--- src/rtl/player_ctrl_pkg.sv ---
// Shared definitions for the player movement / game-flow controller.
//   state_t : FSM state codes, also exported on the debug/HUD state port
//   BTN_*   : one-hot direction masks, {U,D,R,L} = bits [3:0]
//   prioSel : reduces raw button levels to a single direction, U > D > R > L
package player_ctrl_pkg;

  localparam int unsigned BTN_W   = 4;
  localparam int unsigned STATE_W = 3;

  typedef enum logic [STATE_W-1:0] {
    IDLE     = 3'd0,
    PLAY     = 3'd1,
    PAUSED   = 3'd2,
    DYING    = 3'd3,
    RESPAWN  = 3'd4,
    GAMEOVER = 3'd5
  } state_t;

  localparam logic [BTN_W-1:0] BTN_U = 4'd8;
  localparam logic [BTN_W-1:0] BTN_D = 4'd4;
  localparam logic [BTN_W-1:0] BTN_R = 4'd2;
  localparam logic [BTN_W-1:0] BTN_L = 4'd1;

  function automatic logic [BTN_W-1:0] prioSel(input logic [BTN_W-1:0] raw);
    if (raw[3])      return BTN_U;
    else if (raw[2]) return BTN_D;
    else if (raw[1]) return BTN_R;
    else if (raw[0]) return BTN_L;
    else             return '0;
  endfunction

endpackage

--- src/rtl/btn_repeater.sv ---
// Turns held button levels into single-cycle one-hot move pulses: a pulse on
// each new press, then one every REPEAT_TICKS cycles while the press is held.
//   btnClk, rst  : clock, asynchronous active-high reset
//   btns_raw     : synchronised button levels {U,D,R,L}
//   enable       : high while moves are allowed; low clears all tracking
//   movePulse_c  : combinational one-hot pulse, registered by the caller
module btn_repeater
  import player_ctrl_pkg::*;
#(
  parameter int unsigned REPEAT_TICKS = 4
) (
  input  logic             btnClk,
  input  logic             rst,
  input  logic [BTN_W-1:0] btns_raw,
  input  logic             enable,
  output logic [BTN_W-1:0] movePulse_c
);

  localparam int unsigned CNT_W = 8;

  logic [BTN_W-1:0] held, heldN, sel;
  logic [CNT_W-1:0] repCnt, repCntN;
  logic             fired, firedN;

  always_ff @(posedge btnClk or posedge rst) begin
    if (rst) begin
      held   <= '0;
      repCnt <= '0;
      fired  <= 1'b0;
    end else begin
      held   <= heldN;
      repCnt <= repCntN;
      fired  <= firedN;
    end
  end

  // A pulse is never issued in the cycle right after another one; a blocked
  // press or repeat is retried on the next cycle by leaving the state as is.
  always_comb begin
    sel         = prioSel(btns_raw);
    heldN       = held;
    repCntN     = repCnt;
    movePulse_c = '0;
    if (!enable || sel == '0) begin
      heldN   = '0;
      repCntN = '0;
    end else if (sel != held) begin
      if (!fired) begin
        movePulse_c = sel;
        heldN       = sel;
        repCntN     = CNT_W'(REPEAT_TICKS);
      end
    end else if (repCnt <= CNT_W'(1)) begin
      if (!fired) begin
        movePulse_c = sel;
        repCntN     = CNT_W'(REPEAT_TICKS);
      end
    end else begin
      repCntN = repCnt - CNT_W'(1);
    end
    firedN = (movePulse_c != '0);
  end

endmodule

--- src/rtl/player_move_ctrl.sv ---
// Game-flow controller for the player rectangle: move command generation,
// death filtering, lives, respawn and game-over sequencing.
//   btnClk, rst    : clock, asynchronous active-high reset
//   btns_raw       : synchronised button levels {U,D,R,L}
//   start, pause   : start/restart level; pause rising edge toggles pause
//   player_dead    : raw (glitchy) dead flag from the player block
//   btns           : one-hot single-cycle move command
//   playerDisable  : high whenever not in PLAY
//   playerRst      : one-cycle pulse sending the player to its start position
//   lives, gameOver, state : HUD / debug outputs
module player_move_ctrl
  import player_ctrl_pkg::*;
#(
  parameter int unsigned LIVES         = 3,
  parameter int unsigned DEAD_CONFIRM  = 2,
  parameter int unsigned REPEAT_TICKS  = 4,
  parameter int unsigned RESPAWN_TICKS = 8
) (
  input  logic                 btnClk,
  input  logic                 rst,
  input  logic [BTN_W-1:0]     btns_raw,
  input  logic                 start,
  input  logic                 pause,
  input  logic                 player_dead,
  output logic [BTN_W-1:0]     btns,
  output logic                 playerDisable,
  output logic                 playerRst,
  output logic [3:0]           lives,
  output logic                 gameOver,
  output logic [STATE_W-1:0]   state
);

  localparam int unsigned DEAD_W = 4;
  localparam int unsigned RESP_W = 8;

  state_t            stateQ, stateN;
  logic [BTN_W-1:0]  btnsN, movePulse_c;
  logic              playerDisableN, playerRstN, gameOverN;
  logic [3:0]        livesN;
  logic [DEAD_W-1:0] deadCnt, deadCntN;
  logic [RESP_W-1:0] respCnt, respCntN;
  logic              pausePrev, pauseEdge;

  btn_repeater #(.REPEAT_TICKS(REPEAT_TICKS)) uRepeater (
    .btnClk      (btnClk),
    .rst         (rst),
    .btns_raw    (btns_raw),
    .enable      (stateQ == PLAY),
    .movePulse_c (movePulse_c)
  );

  assign state = stateQ;

  // State and registered outputs
  always_ff @(posedge btnClk or posedge rst) begin
    if (rst) begin
      stateQ        <= IDLE;
      btns          <= '0;
      playerDisable <= 1'b1;
      playerRst     <= 1'b0;
      lives         <= '0;
      gameOver      <= 1'b0;
      deadCnt       <= '0;
      respCnt       <= '0;
      pausePrev     <= 1'b0;
    end else begin
      stateQ        <= stateN;
      btns          <= btnsN;
      playerDisable <= playerDisableN;
      playerRst     <= playerRstN;
      lives         <= livesN;
      gameOver      <= gameOverN;
      deadCnt       <= deadCntN;
      respCnt       <= respCntN;
      pausePrev     <= pause;
    end
  end

  // Next state and outputs; in PLAY a confirmed death beats a pause edge,
  // which beats a move.
  always_comb begin
    stateN     = stateQ;
    btnsN      = '0;
    playerRstN = 1'b0;
    livesN     = lives;
    gameOverN  = gameOver;
    deadCntN   = '0;
    respCntN   = '0;
    pauseEdge  = pause && !pausePrev;
    case (stateQ)
      IDLE, GAMEOVER: begin
        if (start) begin
          stateN     = PLAY;
          livesN     = 4'(LIVES);
          playerRstN = 1'b1;
          gameOverN  = 1'b0;
        end
      end
      PLAY: begin
        // dead flag is not trusted while the player is being repositioned
        if (player_dead && !playerRst) begin
          deadCntN = (deadCnt >= DEAD_W'(DEAD_CONFIRM)) ? DEAD_W'(DEAD_CONFIRM)
                                                        : deadCnt + DEAD_W'(1);
        end
        if (deadCntN == DEAD_W'(DEAD_CONFIRM)) begin
          stateN   = DYING;
          deadCntN = '0;
        end else if (pauseEdge) begin
          stateN = PAUSED;
        end else begin
          btnsN = movePulse_c;
        end
      end
      PAUSED: begin
        if (pauseEdge) stateN = PLAY;
      end
      DYING: begin
        livesN = (lives == 4'd0) ? 4'd0 : lives - 4'd1;
        if (lives <= 4'd1) begin
          stateN    = GAMEOVER;
          gameOverN = 1'b1;
        end else begin
          stateN     = RESPAWN;
          playerRstN = 1'b1;
        end
      end
      RESPAWN: begin
        if (respCnt == RESP_W'(RESPAWN_TICKS - 1)) stateN = PLAY;
        else respCntN = respCnt + RESP_W'(1);
      end
      default: stateN = IDLE;
    endcase
    playerDisableN = (stateN != PLAY);
  end

endmodule

--- config.mk ---
export PLATFORM = sky130hd
export DESIGN_NAME = player_move_ctrl
export DESIGN_NICKNAME = d
export VERILOG_FILES = /design/src/rtl/player_ctrl_pkg.sv /design/src/rtl/btn_repeater.sv /design/src/rtl/player_move_ctrl.sv
export SDC_FILE = /design/constraint.sdc
export NUM_CORES = 1
export LEC_CHECK = 0
export ABC_AREA = 0
export BUFFER_PORTS_ARGS = -buffer_cell sky130_fd_sc_hd__clkbuf_2
export CAP_MARGIN = 20
export CORE_ASPECT_RATIO = 2
export CORE_MARGIN = 3
export CORE_UTILIZATION = 65
export CTS_BUF_LIST = sky130_fd_sc_hd__clkbuf_8
export CTS_CLUSTER_DIAMETER = 200
export DETAILED_ROUTE_END_ITERATION = 10
export PLACE_DENSITY_LB_ADDON = 0.12
export SETUP_SLACK_MARGIN = 0.2
export SLEW_MARGIN = 30
export SYNTH_ARGS = -nofsm -noshare
export SYNTH_HDL_FRONTEND = slang
export SYNTH_SLANG_ARGS = --single-unit
--- constraint.sdc ---
create_clock -name btnClk -period 4.3 [get_ports btnClk]
set_clock_uncertainty 0.15 [all_clocks]
set_input_delay 0 -clock btnClk [delete_from_list [all_inputs] [get_ports btnClk]]
set_output_delay 0 -clock btnClk [all_outputs]
set_load 0.01 [all_outputs]
# Yosys cells after proc, flatten, opt, wreduce, memory -nomap -nowiden
# Cells that the tools add are included.
[totals] word_cells=88 register_bits=40 output_inout_bits=14 in_bits=9
[classes] mux=41 eq_ne=12 reduce_logical=16 magnitude_cmp=3 addsub=4
[op_table] operator="two-way mux 4 bit" n=20
[op_table] operator="two-way mux 8 bit" n=6
[op_table] operator="two-way mux 3 bit" n=5
[op_table] operator="case mux 3 bit (5 select lines)" n=1
[op_table] operator="adder 8 x 1 -> 8 bit, second input constant" n=1
[op_table] operator="equality test 8 x 3 -> 1 bit, second input constant" n=1
[op_table] operator="<= comparator 8 x 1 -> 1 bit, second input constant" n=1
[op_table] operator="logical NOT 4 bit" n=2
[op_table] operator="case mux 4 bit (2 select lines)" n=1
[op_table] operator="subtractor 8 x 1 -> 8 bit, second input constant" n=1
[op_table] operator="equality test 3 x 2 -> 1 bit, second input constant" n=2
[op_table] operator="equality test 3 bit, second input constant" n=2
[op_table] operator="two-way mux 1 bit" n=6
[op_table] operator="!= test 2 bit, second input constant" n=3
[op_table] operator="adder 4 x 1 -> 4 bit, second input constant" n=1
[op_table] operator="equality test 4 x 2 -> 1 bit, second input constant" n=1
[op_table] operator="greater-or-equal comparator 4 x 2 -> 1 bit, second input constant" n=1
[op_table] operator="<= comparator 4 x 1 -> 1 bit, second input constant" n=1
[op_table] operator="!= test 4 bit" n=1
[op_table] operator="case mux 1 bit (2 select lines)" n=2
[op_table] operator="AND reduction 2 bit" n=2
[op_table] operator="nonzero test 2 bit" n=2
[op_table] operator="nonzero test 4 bit" n=1
[op_table] operator="subtractor 4 x 1 -> 4 bit, second input constant" n=1
[op_table] operator="8 further kinds" n=11

# Longest topological paths before layout
# Gate-level depths: netlist (run 1).
[depth] depth_word=11 depth_mapped=7 mapped_depth_nobuf=6

# Modules after synthesis
# A second synthesis (run 1) with hierarchy kept.
[unflattened] cells_unflattened=226 hier_area_um2=2217.1
[by_module_without_submodules] module="player_move_ctrl" cells_each=113 instances=1 area_per_inst_um2=1234.9 seq_area_each_um2=676.9
[by_module_without_submodules] module="btn_repeater" cells_each=113 instances=1 area_per_inst_um2=982.2 seq_area_each_um2=325.3

# Least setup slack after synthesis (run 1)
# Ideal clock, no wire load.
[synth_path] kind="reg2reg" start="reg stateQ[1] (netlist: state[1])" end="reg uRepeater.repCnt[3]" period_less_slack_ns=2.127 required_time_ns=4.082 n_path_buf=1 arrival_ns=1.909 stages_incl_launch_ff=6 setup_time_ns=0.068 path_slack_ns=2.173 cell_sequence="dfrtp_1 clkbuf_1 nor3b_1 o21ai_1 a2111oi_0 a41o_1"
[synth_via] elab_chain_cells=4
[synth_rtl] item="start: declaration" line="player_move_ctrl.sv:36" text="state_t stateQ, stateN;"
[synth_rtl] item="start signal: assignment" line="player_move_ctrl.sv:67" text="stateQ <= stateN;"
[synth_rtl] item="equality test 3 x 1 -> 1 bit" line="player_move_ctrl.sv:48" text=".enable (stateQ == PLAY),"
[synth_rtl] item="logical NOT 1 bit" line="btn_repeater.sv:44" text="if (!enable || sel == '0) begin"
[synth_rtl] item="logical OR 1 bit" line="btn_repeater.sv:44"
[synth_rtl] item="two-way mux 8 bit" line="btn_repeater.sv:44"
[synth_rtl] item="net uRepeater.repCntN[3]" line="btn_repeater.sv:22" text="logic [CNT_W-1:0] repCnt, repCntN;"
[synth_rtl] item="end signal: assignment" line="btn_repeater.sv:32" text="repCnt <= repCntN;"
[synth_rtl] item="end: declaration" line="btn_repeater.sv:22"
# The timed path passes the listed nets, and every way through them passes these cells.
# A chain may end at the register's enable or synchronous reset.

# Final worst setup path (run 1)
[layout_path] start="reg stateQ[0] (netlist: state[0])" end="reg btns[1]"
[layout_via] elab_chain_cells=7
[layout_rtl] item="equality test 3 x 1 -> 1 bit (*)" line="player_move_ctrl.sv:48, player_move_ctrl.sv:90"
[layout_rtl] item="logical NOT 1 bit" line="btn_repeater.sv:44"
[layout_rtl] item="logical OR 1 bit" line="btn_repeater.sv:44"
[layout_rtl] item="two-way mux 4 bit" line="btn_repeater.sv:44"
[layout_rtl] item="two-way mux 4 bit" line="player_move_ctrl.sv:108" text="end else if (pauseEdge) begin"
[layout_rtl] item="two-way mux 4 bit" line="player_move_ctrl.sv:105" text="if (deadCntN == DEAD_W'(DEAD_CONFIRM)) begin"
[layout_rtl] item="two-way mux 4 bit (*)" line="player_move_ctrl.sv:90" text="case (stateQ)"
[layout_rtl] item="net btnsN[1]" line="player_move_ctrl.sv:37" text="logic [BTN_W-1:0] btnsN, movePulse_c;"
[layout_rtl] item="end signal: assignment" line="player_move_ctrl.sv:68" text="btns <= btnsN;"
[layout_rtl] item="end: declaration" line="player_move_ctrl.sv:25" text="output logic [BTN_W-1:0] btns,"
# Mark *: on every way through the listed nets, which the timed path passes. The rest lies on a longest branch.

==> results of run 1 <==
-- cell usage after synthesis, types with 2 or more instances --
library cell and count:
nor2_1 20, a211o_1 2, nor3b_1 6, ha_1 5, clkbuf_1 6, xnor2_1 3, nor4_1 2, nor3_1 8
or3_1 4, xor2_1 6, o21a_1 4, inv_1 11, o21ai_0 8, a31oi_1 3, nor2b_1 5, a21oi_1 10
or4_1 3, o31ai_1 2, and3_1 4, a211oi_1 3, dfrtp_1 39, nand2b_1 4, nand2_1 13, a41o_1 2
nor4b_1 3, nand3_1 13, o211ai_1 3, a22o_1 2
-- power by group --
part           total (mW)  switching [mW]  internal (mW)
registers           0.536          0.0931          0.443
logic               0.446           0.278          0.167
clock network       0.306           0.134          0.172
-- layout make-up --
cell class / instances / area (sq um)
Sequential cell: 40 / 1000
Multi-Input combinational cell: 153 / 965
Fill cell: 213 / 603
Timing Repair Buffer: 33 / 218
Clock buffer: 5 / 68.8
Clock inverter: 3 / 42.5
Inverter: 11 / 41.3
Tap cell: 30 / 37.5
-- kinds of logic (layout without fill, tap and decap cells) --
group | Yosys count | count (layout) | share of synthesized area
simple gates | 87 | 87 | 0.225
compound gates | 51 | 51 | 0.176
flops | 40 | 40 | 0.491
buf+inv | 18 | 52 | 0.0368
xor+xnor | 9 | 9 | 0.0386
fa+ha+maj | 5 | 5 | 0.0306
other cells | 1 | 1 | 0.00184
-- layer usage --
layer | GRT usage | vias up | wire (um)
met5 | 0 | - | 0
met4 | 0.120 | 0 | 111
met3 | 0.0488 | 12 | 131
met2 | 0.459 | 45 | 2550
met1 | 0.271 | 821 | 1730
li1 | - | 825 | -
-- sequential cells by signal, summed over array words and instances (netlist names) --
name,count
pausePrev,1
uRepeater.held,4
gameOver,1
uRepeater.repCnt,8
playerRst,1
playerDisable,1
uRepeater.fired,1
deadCnt,4
lives,4
respCnt,8
state,3
btns,4
-- worst max-delay path, cell delays in order, from the launching register on --
cell and delay, ns:
dfrtp_1 0.58, nor3b_1 0.63, nand2_1 0.13, a2111o_1 0.45
nor4b_1 0.25, dlygate4sd3_1 0.59
-- per-stage QoR --
step | hold WS, ns | utilization | setup slack (ns) | area [sq um] | cells
after floorplan | -0.119 | - | 2.17 | 2040 | 211
after global placement | -0.0340 | 0.726 | 1.96 | 2160 | 257
after detailed placement | -0.0274 | 0.726 | 1.85 | 2160 | 257
after CTS | 0.213 | 0.797 | 1.44 | 2370 | 275
after global routing | 0.237 | 0.797 | 1.25 | 2370 | 275
final | 0.202 | 0.797 | 1.46 | 2370 | 275
-- final timing paths --
kind | slack (ns) | depth (start not counted) | startpoint | to
max in group asynchronous | 3.43 | 4 | rst | playerDisable
hold reg to reg | 0.35 | 1 | deadCnt[0] | deadCnt[0]
hold / removal | 0.20 | 4 | rst | btns[3]
setup reg to reg | 1.46 | 5 | state[0] | btns[1]
min in group btnClk | 0.24 | 2 | pause | pausePrev
setup / recovery | 1.46 | 5 | state[0] | btns[1]
==> impl_metrics.toml, run 1 <==
[detailed_routing]
wire_per_inst_um = 16.5
viasPerCell = 6.19
drc_errors = 0
ant_nets = 0
drt-pass1-iter-count = 4
wl_mm = 4.53
num_vias = 1703
drt_iter0_markers = 36

[clock_network]
cts_sinks = 40
htreeDepth = 2
cts_root_buffer = "clkbuf_8"
cts_tree = "built"
postCtsResizedCells = 0
cts_buffer_depth = 2
insertion_delay_ns = 0.29
post_cts_buffers = 0
clkSlewWorstSetupHoldPaths_ns = 0.08
hold_buffers = 10
numCtsBuffers = 5

[worst_setup_path]
worstPathArrival_ns = 2.92
start_kind = "flip-flop"
critPathKind = "flip-flop to flip-flop"
required_ns = 4.38
crit_path_end_kind = "flip-flop"
cp_max_fo = 14

[pwr]
peakVddDrop_uv = 432
p_leak_nw = 1.11
power_mw = 1.29
powerDensity_nw_per_um2 = 542

[timing]
slew_headroom = 0.535
max_freq_mhz = 352
fin_crit_sh = 0.660
rsz0062_at_grt = "false"
setup_tns_ns = 0
hold_viol_final = 0
tightest_slew_ns = 0.693
period_minus_slack_ns = 2.84
setup_viol_count_final = 0
slew_violations = 0

[synthesis]
synth_edf_count = 0
synthDistinctLibCells = 45
synth-async-reset-ratio = 1.00
netlist_instances = 211
yosys_warnings = 0
synth_flop_cell = "dfrtp_1"
synth_top_area_cell = "dfrtp_1"
syn_area_per_cell_sq_um = 9.68
yosysSeqAreaShare = 0.491
yosysTopAreaCellShare = 0.478
synth_fp_nets = 225
ys_ff_latch = 40
syn_area_sq_um = 2040
ys_top_cells_by_area = "dfrtp_1, nor2_1, nand3_1, ha_1, xor2_1"

[status]
outcome = "finished clean"

[floorplan]
dieArea_sq_um = 3890
die_w_um = 45.6
design.portCount = 23
initial_core_util = 0.686
coreArea_sq_um = 2980
die_h_um = 85.3
placementRows = 28

[final_layout]
area_growth_pct = 16.3
num_antenna_cells = 0
layout.cells.most_common_list = "dfrtp_1, clkbuf_2, nor2_1"
layout_commonest_cell = "dfrtp_1"
nets = 258
drive_gt1_frac = 0.147

[global_route]
overflow = 0
grt_max_degree = 41
grt_pass1_wl_mm = 7.47
grt_antenna_before_repair = 0
grtUsageTotal = 0.258
grt_pass1_vias = 1721

[placement]
io_buffer_count = 22
post-dp-hpwl_mm = 3.22
globalplace.congestion = 0.909

[job]
maxCapViolCount = 0

[min_path]
hp-class = "input pin to asynchronous set/reset pin"
(Power assumes the default switching activity.)
==> run 2, diff against run 1 <==
Settings changed: CORE_UTILIZATION 65 to 54.
Clock period 4.3 ns to 2.3 ns, I/O delays scaled along.
==> run 2 against run 1 <==
Wire length increased by 11%. Critical path depth unchanged. Critical path type unchanged. Cell area increased by 9.6%. Worst setup slack got worse by 1.4 ns. Sequential cell count unchanged.
==> impl_metrics.toml, run 2 (same netlist as run 1, synthesis figures left out) <==
[final_layout]
reg.largest.list = "respCnt (8), uRepeater.repCnt (8)"
nets = 271
drive_gt1_frac = 0.236
area_growth_pct = 27.5
fillCellCount = 306
layout.cells.most_common_list = "dfrtp_1, clkbuf_2, nor2_1"
layout_commonest_cell = "dfrtp_1"
num_antenna_cells = 0

[pwr]
peakVddDrop_uv = 784
switching_share = 0.378
p_leak_nw = 1.21
powerDensity_nw_per_um2 = 1030
p_switching_mw = 1.01
power_mw = 2.67
p_seq_frac = 0.364
pwr-share-comb = 0.401
intPower_mw = 1.66
p_clk_frac = 0.235

[global_route]
grtUsageTotal = 0.234
grt_pass1_wl_mm = 8.27
grt_pass1_vias = 1814
grt_max_degree = 41
grt_antenna_before_repair = 0
overflow = 0

[floorplan]
placementRows = 31
coreArea_sq_um = 3650
design.portCount = 23
initial_core_util = 0.560
die_h_um = 93.0
die_w_um = 49.5
dieArea_sq_um = 4600

[detailed_routing]
wire_per_inst_um = 16.4
wl_mm = 5.02
drc_errors = 0
viasPerCell = 5.90
num_vias = 1811
drt-pass1-iter-count = 4
ant_nets = 0
drt_iter0_markers = 52

[clock_network]
htreeDepth = 2
cts_buffer_depth = 2
cts_root_buffer = "clkbuf_8"
clkSlewWorstSetupHoldPaths_ns = 0.07
cts_sinks = 40
numCtsBuffers = 5
insertion_delay_ns = 0.30
cts_tree = "built"

[worst_setup_path]
worstPathArrival_ns = 2.28
start_kind = "flip-flop"
required_ns = 2.33
cp_max_fo = 5
crit_slowest_cell = "or4_1"
path_buf_inv = 0
max_stage_delay_ns = 0.48
critPathKind = "flip-flop to flip-flop"
path_cells = "or4_4 > a211oi_4 > o21ai_4 > or4_1 > a41o_1"
cp_top_family = "simple AND/OR/NAND/NOR gates"
crit_path_end_kind = "flip-flop"

[placement]
io_buffer_count = 22
globalplace.congestion = 0.819
post-dp-hpwl_mm = 3.33

[status]
outcome = "finished clean"

[timing]
slew_violations = 0
rsz0062_at_grt = "true"
slew_headroom = 0.609
setup_viol_count_final = 0
tightest_slew_ns = 0.585
setup_tns_ns = 0
hold_viol_final = 0
period_minus_slack_ns = 2.25
fin_crit_sh = 0.976
max_freq_mhz = 445

[job]
maxCapViolCount = 0

[min_path]
hp-class = "input pin to flip-flop"
[run 2: routing by layer]
| metal | GRT usage | up-vias | wire [um] |
|---|---|---|---|
| li1 | - | 853 | - |
| met1 | 0.241 | 897 | 1760 |
| met2 | 0.446 | 44 | 2960 |
| met3 | 0.0322 | 17 | 128 |
| met4 | 0.115 | 0 | 173 |
| met5 | 0 | - | 0 |
[run 2: final cells by class]
type                    instances  area, sq um  share of cell area
well taps                      49         61.3              0.0235
clock buffers                   7         96.3              0.0370
inverters                      11         41.3              0.0159
repair buffers                 46          323               0.124
clock inverters                 1         30.0              0.0115
flip-flops and latches         40         1000               0.385
multi-input cells             153         1050               0.403
[run 2: repair_timing]
item | 4_1_cts | 5_1_grt
setup buffers | 4 | 1
endpoints found under the hold margin | 52 | 0
hold buffers | 12 | 0
endpoints found under the setup margin | 9 | 10
pin swaps | 1 | 1
gates resized for setup | 6 | 14
[run 2: worst min-delay path, stage by stage]
cell	delay [ns]
clkbuf_2	0.14
or3_1	0.18
nor2_1	0.05
a21oi_1	0.11
nor2_1	0.05
[run 2: path summary, 6_finish.rpt]
kind | from | endpoint | slack (ns) | cells after the start
min in group asynchronous | rst | btns[3] | 0.20 | 4
setup reg to reg | uRepeater.held[3] | uRepeater.repCnt[7] | 0.05 | 5
hold / removal | btns_raw[3] | uRepeater.held[0] | 0.12 | 5
setup / recovery | uRepeater.held[3] | uRepeater.repCnt[7] | 0.05 | 5
max in group asynchronous | rst | playerDisable | 1.43 | 4
hold reg to reg | gameOver | gameOver | 0.36 | 1
[run 2: stage by stage]
step	utilization	cells	instance area [sq um]	hold WS [ns]	setup slack, ns
after floorplan	-	211	2050	-0.119	0.212
after CTS	0.697	306	2540	0.106	0.156
after global placement	0.614	282	2240	-0.0319	0.153
after detailed placement	0.614	282	2240	-0.0196	0.0304
after global routing	0.714	307	2600	0.182	0.0197
final	0.714	307	2600	0.121	0.0546
[run 2: power by group through the flow]
stage / registers, mW / logic [mW] / clock network, mW
2_1_floorplan: 0.965 / 0.616 / 0
3_3_place_gp: 0.976 / 0.899 / 0
3_5_place_dp: 0.988 / 0.919 / 0
4_1_cts: 0.967 / 0.993 / 0.640
5_1_grt: 0.988 / 1.19 / 0.655
6_report: 0.972 / 1.07 / 0.627
